==> config.mk <==
export PLATFORM = sky130hd
export DESIGN_NAME = cp0_unit
export DESIGN_NICKNAME = d
export VERILOG_FILES = /design/src/rtl/cp0_unit.sv
export SDC_FILE = /design/constraint.sdc
export NUM_CORES = 1
export LEC_CHECK = 0
export CAP_MARGIN = 20
export CORE_MARGIN = 2
export CORE_UTILIZATION = 37
export CTS_BUF_LIST = sky130_fd_sc_hd__clkbuf_2
export DETAILED_ROUTE_END_ITERATION = 10
export GPL_TIMING_DRIVEN = 0
export PLACE_DENSITY = 0.83
export SYNTH_ARGS = -nofsm -noshare
export SYNTH_HDL_FRONTEND = slang
export SYNTH_SLANG_ARGS = --single-unit
export TNS_END_PERCENT = 10
==> constraint.sdc <==
create_clock -name clk -period 2.3 [get_ports clk]
set_input_delay 0.575 -clock clk [delete_from_list [all_inputs] [get_ports clk]]
set_output_delay 0.575 -clock clk [all_outputs]
set_load 0.05 [all_outputs]
==> src/rtl/cp0_unit.sv <==
// Coprocessor-0 at the M stage: holds SR, Cause, EPC and PRId, decides whether
// an interrupt or exception is taken this cycle and records the victim state.
module cp0_unit #(
   parameter logic [31:0] PRID_VAL  = 32'h2023_0007,
   parameter logic [31:0] EXC_ENTRY = 32'h0000_4180
) (
   input  logic        clk,
   input  logic        reset,
   input  logic [4:0]  A1,
   input  logic [4:0]  A2,
   input  logic [31:0] CP0In,
   output logic [31:0] CP0Out,
   input  logic        En,
   input  logic [31:0] VPC,
   input  logic        BDIn,
   input  logic [4:0]  ExcCodeIn,
   input  logic [5:0]  HWInt,
   input  logic        EXLClr,
   output logic [31:0] EPCOut,
   output logic [31:0] HandlerPC,
   output logic        Req
);

   localparam logic [4:0] REG_SR    = 5'd12;
   localparam logic [4:0] REG_CAUSE = 5'd13;
   localparam logic [4:0] REG_EPC   = 5'd14;
   localparam logic [4:0] REG_PRID  = 5'd15;

   logic [5:0]  im_q, im_d;
   logic        exl_q, exl_d;
   logic        ie_q, ie_d;
   logic        bd_q, bd_d;
   logic [5:0]  ip_q;
   logic [4:0]  exc_q, exc_d;
   logic [31:0] epc_q, epc_d;

   logic        int_req;
   logic        exc_req;
   logic [31:0] victim_pc;
   logic [31:0] sr_val;
   logic [31:0] cause_val;

   assign int_req = (|(HWInt & im_q)) & ie_q & ~exl_q;
   assign exc_req = (ExcCodeIn != 5'd0) & ~exl_q;
   // Gated by reset so nothing is requested while the registers are held clear.
   assign Req     = reset & (int_req | exc_req);

   assign victim_pc = BDIn ? (VPC - 32'd4) : VPC;

   always_comb begin
      im_d  = im_q;
      exl_d = exl_q;
      ie_d  = ie_q;
      bd_d  = bd_q;
      exc_d = exc_q;
      epc_d = epc_q;
      if (Req) begin
         // The M-stage instruction is flushed, so its mtc0/eret side effects are dropped.
         exl_d = 1'b1;
         bd_d  = BDIn;
         exc_d = int_req ? 5'd0 : ExcCodeIn;
         epc_d = victim_pc & ~32'd3;
      end else begin
         if (En && A2 == REG_SR) begin
            im_d  = CP0In[15:10];
            exl_d = CP0In[1];
            ie_d  = CP0In[0];
         end
         if (En && A2 == REG_EPC) begin
            epc_d = CP0In;
         end
         if (EXLClr) begin
            exl_d = 1'b0;
         end
      end
   end

   always_ff @(posedge clk or negedge reset) begin
      if (!reset) begin
         im_q  <= 6'd0;
         exl_q <= 1'b0;
         ie_q  <= 1'b0;
         bd_q  <= 1'b0;
         ip_q  <= 6'd0;
         exc_q <= 5'd0;
         epc_q <= 32'd0;
      end else begin
         im_q  <= im_d;
         exl_q <= exl_d;
         ie_q  <= ie_d;
         bd_q  <= bd_d;
         ip_q  <= HWInt;
         exc_q <= exc_d;
         epc_q <= epc_d;
      end
   end

   assign sr_val    = {16'd0, im_q, 8'd0, exl_q, ie_q};
   assign cause_val = {bd_q, 15'd0, ip_q, 3'd0, exc_q, 2'd0};

   always_comb begin
      case (A1)
         REG_SR:    CP0Out = sr_val;
         REG_CAUSE: CP0Out = cause_val;
         REG_EPC:   CP0Out = epc_q;
         REG_PRID:  CP0Out = PRID_VAL;
         default:   CP0Out = 32'd0;
      endcase
   end

   assign EPCOut    = epc_q;
   assign HandlerPC = EXC_ENTRY;

endmodule

## Word level (Yosys, flattened, before mapping)

Index checks and enable logic that the tools add are counted.

- Add/sub/neg operators: 1
- Equal/unequal tests: 6
- Multiplexer cells: 8
- Reductions and logical operators: 7
- Bitwise logic cells: 8

Operator list:

| operator | number |
|---|---|
| $pmux W32 S4 | 1 |
| $mux W32 | 3 |
| $sub A32 B3 Y32 const B | 1 |
| $eq A5 B4 Y1 const B | 6 |
| $and A6 B6 Y6 | 1 |
| $reduce_or A6 Y1 | 1 |
| $mux W5 | 1 |
| $reduce_bool A5 Y1 | 1 |
| $and A1 B1 Y1 | 4 |
| $mux W1 | 3 |
| $reduce_bool A3 Y1 | 1 |
| $logic_and A1 B1 Y1 | 2 |
| $not A1 Y1 | 2 |
| $reduce_and A2 Y1 | 1 |
| $reduce_bool A2 Y1 | 1 |
| $or A1 B1 Y1 | 1 |

- Output and inout port bits: 97
- Word-level logic and storage cells: 37
- Register bits: 52

## Logic depth before layout (Yosys ltp)

- Word-level depth: 8
- Mapped depth: 7

## Least setup slack after synthesis

Ideal clock, no wire load.

- Path type: in2out
- Start point: in A1[3]
- End point: out CP0Out[10]
- Buffers on the path: 1
- Cell stages on the path: 6
- Slack: -0.512 ns
- Data arrival time: 2.237 ns
- Data required time: 1.725 ns
- Path through: nand2_1 -> nor2_1 -> and2_0 -> buf_1 -> a22oi_1 -> o21ai_0

- Longest elaborated chain between the ends: 2
- Elaborated cells between the ends (all ways): 5
- Those cells by class: eq/ne (4); mux (1)

Ends and longest elaborated chain:

| what | line | text |
|---|---|---|
| start: declaration | 9 | `input logic [4:0] A1,` |
| $eq A5 B4 Y1 | 102 | `case (A1)` |
| $pmux W32 S4 * | 102 |  |
| end: declaration | 12 | `output logic [31:0] CP0Out,` |

Every way passes the cells marked *; elsewhere a longest branch is shown, timed or not.

## Worst setup path after layout

- Start point: in HWInt[3]
- End point: out Req

- Longest elaborated chain between the ends: 6

Ends and longest elaborated chain:

| what | line | text |
|---|---|---|
| start: declaration | 17 | `input logic [5:0] HWInt,` |
| $and A6 B6 Y6 | 43 | `assign int_req = (\|(HWInt & im_q)) & ie_q & ~exl_q;` |
| $reduce_or A6 Y1 | 43 |  |
| $and A1 B1 Y1 (2 in series) | 43 |  |
| $or A1 B1 Y1 | 46 | `assign Req = reset & (int_req \| exc_req);` |
| $and A1 B1 Y1 | 46 |  |
| end: declaration | 21 | `output logic Req` |

Every way passes these cells.

==> results.sh <==
export IMPL_wl_mm=11.4
export IMPL_avgRoutedWirePerCell_um=16.8
export IMPL_design_core_area_mm2=0.00920
export IMPL_cp_common_cell="buf_12"
export IMPL_grt_max_degree=30
export IMPL_fin_nets=657
export IMPL_via_per_inst=4.96
export IMPL_synth_seq_cells=52
export IMPL_area_sequential_mm2=0.00130
export IMPL_cap_violations=0
export IMPL_crit_cells=6
export IMPL_hold_violations=0
export IMPL_die_h_um=101
export IMPL_cts_buffers=5
export IMPL_n_fill_cell=771
export IMPL_antenna_found_initial=0
export IMPL_ant_nets=0
export IMPL_worst_hold_slack_ns=0.356
export IMPL_grt_pass1_wl_mm=16.9
export IMPL_crit_arrival_ns=2.00
export IMPL_die_w_um=101
export IMPL_clock_skew_ns=0.0290
export IMPL_antennaDiodeCount=0
export IMPL_required_ns=1.73
export IMPL_slew_limit_headroom_pct=41.4
export IMPL_critPathLaunch="HWInt[3]"
export IMPL_track_usage_pct=21.1
export IMPL_portBuffers=151
export IMPL_path_cells="clkdlybuf4s50_1 -> a22o_1 -> o31ai_4 -> a31oi_4 -> buf_12 -> buf_12"
export IMPL_yosysWarnings=0
export IMPL_r2r_end="ie_q$_DFFE_PN0P_"
export IMPL_clock_latency_ns=0.46
export IMPL_gp_congestion=0.854
export IMPL_drc=0
export IMPL_tns_ns=-0.276
export IMPL_crit_fanout=2
export IMPL_netlist_area_leader_share_pct=37.3
export IMPL_cp_top_family="buffers and inverters"
export IMPL_area_growth_pct=63.0
export IMPL_ys_flop_type="dfrtp_1"
export IMPL_violations="setup timing"
export IMPL_endpoint_kind="output pin"
export IMPL_p_int_mw=1.75
export IMPL_path_clk_slew_ns=0.30
export IMPL_synth_edf_count=0
export IMPL_maxSlewViolCount=0
export IMPL_syn_cell_area_mm2=0.00349
export IMPL_synth_cell_types=46
export IMPL_switchingPower_mw=1.48
export IMPL_combinationalPowerShare_pct=48.4
export IMPL_synth_area_leader_cell="dfrtp_1"
export IMPL_slowest_stage="clkdlybuf4s50_1"
export IMPL_async_flop_share_pct=100
export IMPL_reg2reg_from="im_q[0]$_DFFE_PN0P_"
export IMPL_ys_seq_area_share_pct=37.3
export IMPL_setup_viol=1
export IMPL_critPathCapture="Req"
export IMPL_clock_sinks=52
export IMPL_p_sw_share_pct=45.8
export IMPL_rsz0062_at_grt="yes"
export IMPL_cpPeakStageDelay_ns=0.42
export IMPL_p_seq_share_pct=38.7
export IMPL_grt_pass1_vias=3372
export IMPL_detailroute_via_count=3366
export IMPL_h_tree_depth=2
export IMPL_cts_root_buf="clkbuf_2"
export IMPL_worst_ir_drop_vdd_mv=0.320
export IMPL_worst_path_buf_inv=3
export IMPL_finalPower_mw=3.23
export IMPL_hold_class="input port to flop"
export IMPL_top_level_ports=187
export IMPL_reg2reg_slack_ns=0.17
export IMPL_post_route_period_util_pct=112
export IMPL_fin_ws_ns=-0.276
export IMPL_overflow=0
export IMPL_multiInputGateArea_mm2=0.00208
export IMPL_first_iter_violations=94
export IMPL_path_class="input port to output pin"
export IMPL_startpoint_type="input port"
export IMPL_postLayoutCoreUtil_pct=61.8
export IMPL_start_util_pct=37.9
export IMPL_synthTopCellsByArea="dfrtp_1 (37%), mux2i_1 (15%), buf_4 (6.9%)"
export IMPL_r2r_cells=6
export IMPL_clockBufferDepth=2
export IMPL_firstDrtPassIters=4
export IMPL_dieArea_mm2=0.0102
export IMPL_core_rowCount=35
export IMPL_cts_tree="built"
export IMPL_drive_gt1_share_pct=26.8
export IMPL_tightest_slew_ns=0.875
export IMPL_syn_avg_cell_area_um2=9.74
export IMPL_clockPowerShare_pct=13.0
export IMPL_status="finished with violations"
export IMPL_hpwl_mm=8.44
export IMPL_netlist_instances=358
export IMPL_fmax_mhz=388
export IMPL_p_per_area_mw_per_mm2=568
export IMPL_leakagePower_nw=2.75
export IMPL_period_needed_ns=2.58
-- how the worst min path moves through the flow --
stage / cells after the start / start / slack, ns / to
4_1_cts: 2 / reset / 0.0005 / im_q[4]$_DFFE_PN0P_
2_1_floorplan: 0 / reset / 0.28 / EPCOut[0]$_DFFE_PN0P_
5_1_grt: 1 / HWInt[0] / 0.30 / ip_q[0]$_DFF_PN0_
3_5_place_dp: 1 / bd_q$_DFFE_PN0P_ / 0.50 / bd_q$_DFFE_PN0P_
3_3_place_gp: 1 / bd_q$_DFFE_PN0P_ / 0.50 / bd_q$_DFFE_PN0P_
6_report: 1 / HWInt[1] / 0.36 / ip_q[1]$_DFF_PN0_
-- through the flow --
stage	area (µm²)	cells	worst slack [ns]
2_1_floorplan	3630	388	-0.241
3_3_place_gp	5280	650	-3.36
3_5_place_dp	5290	651	-1.93
4_1_cts	5590	672	-0.257
5_1_grt	5690	678	-0.312
6_report	5690	678	-0.276
-- cells in the mapped netlist (3+ instances only) --
master	n
clkbuf_1	11
nor4b_1	3
mux2_2	8
nor4_2	6
and2_1	15
nor2_1	22
inv_1	7
a22o_1	8
nor3_1	14
o21ai_0	28
xor2_1	6
buf_4	32
nand3_1	7
mux2i_1	51
nand2_1	23
xnor2_1	20
or3_1	3
dfrtp_1	52
o21a_1	3
a22oi_1	6
-- registers in the layout, indices dropped and copies added (netlist names) --
name and cells:
exc_q 5, im_q 6, exl_q 1, bd_q 1, EPCOut 32, ie_q 1, ip_q 6
-- worst register-to-register path, delay by kind of cell, from the launching register on --
kind	cells	cell delay [ns]
AOI/OAI and AO/OA	3	0.74
and+or+nand+nor	1	0.31
muxes	1	0.37
DFF	1	0.47
buffers and inverters	1	0.18
-- cell families after synthesis --
kind of cell	after synthesis	share of synthesized area (%)
multiplexers	59	17.2
AND/OR/NAND/NOR	114	19.7
XOR/XNOR	26	6.53
adder cells (fa/ha/maj)	1	0.359
other	2	0.215
AO/OA/AOI/OAI	50	9.08
buffers and inverters	54	9.54
flip-flops	52	37.3
-- layout by cell type (no fill, tap or decap), drive strengths merged, types with 8 or more instances in the layout --
cell type | Yosys | final
a22o | 8 | 8
and2 | 16 | 16
buf | 36 | 81
clkbuf | 11 | 18
clkdlybuf4s50 | 0 | 76
conb | 2 | 32
dfrtp | 52 | 52
dlygate4sd2 | 0 | 28
dlymetal6s2s | 0 | 9
inv | 7 | 9
mux2 | 8 | 8
mux2i | 51 | 51
nand2 | 23 | 23
nand3 | 8 | 8
nor2 | 23 | 23
nor3 | 14 | 14
nor4 | 9 | 9
o21ai | 28 | 28
xnor2 | 20 | 20
-- power by group through the flow --
stage	combinational (mW)	clock, mW	sequential [mW]
after floorplan	0.526	0	1.68
after global placement	1.53	0	1.26
after detailed placement	1.56	0	1.26
after CTS	1.55	0.434	1.25
after global routing	1.64	0.467	1.27
final	1.56	0.419	1.25
-- area by class of cell --
type                            count  area share (%)
Sequential cell                    52            22.9
Timing Repair Buffer              172            30.5
Multi-Input combinational cell    282            36.6
Clock inverter                      3           0.440
Buffer                             46            6.25
Clock buffer                        5           0.440
Inverter                            7           0.462
Tap cell                          111            2.44
-- what timing repair did --
action / in CTS / in global routing
gates resized for setup: 280 / 27
hold endpoints to repair: 23 / 10
setup endpoints to repair: 89 / 49
gates cloned: 2 / 0
hold buffers: 4 / 3
pin swaps: 10 / 6
buffers inserted: 8 / 3
-- routing by layer --
layer | vias up | GRT usage, % | part of all wire, %
met2 | 135 | 37.5 | 51
li1 | 1609 | - | -
met5 | - | 0 | 0
met1 | 1605 | 26.1 | 41
met3 | 17 | 3.81 | 5.7
met4 | 0 | 6.13 | 1.8
(Power assumes the default switching activity.)
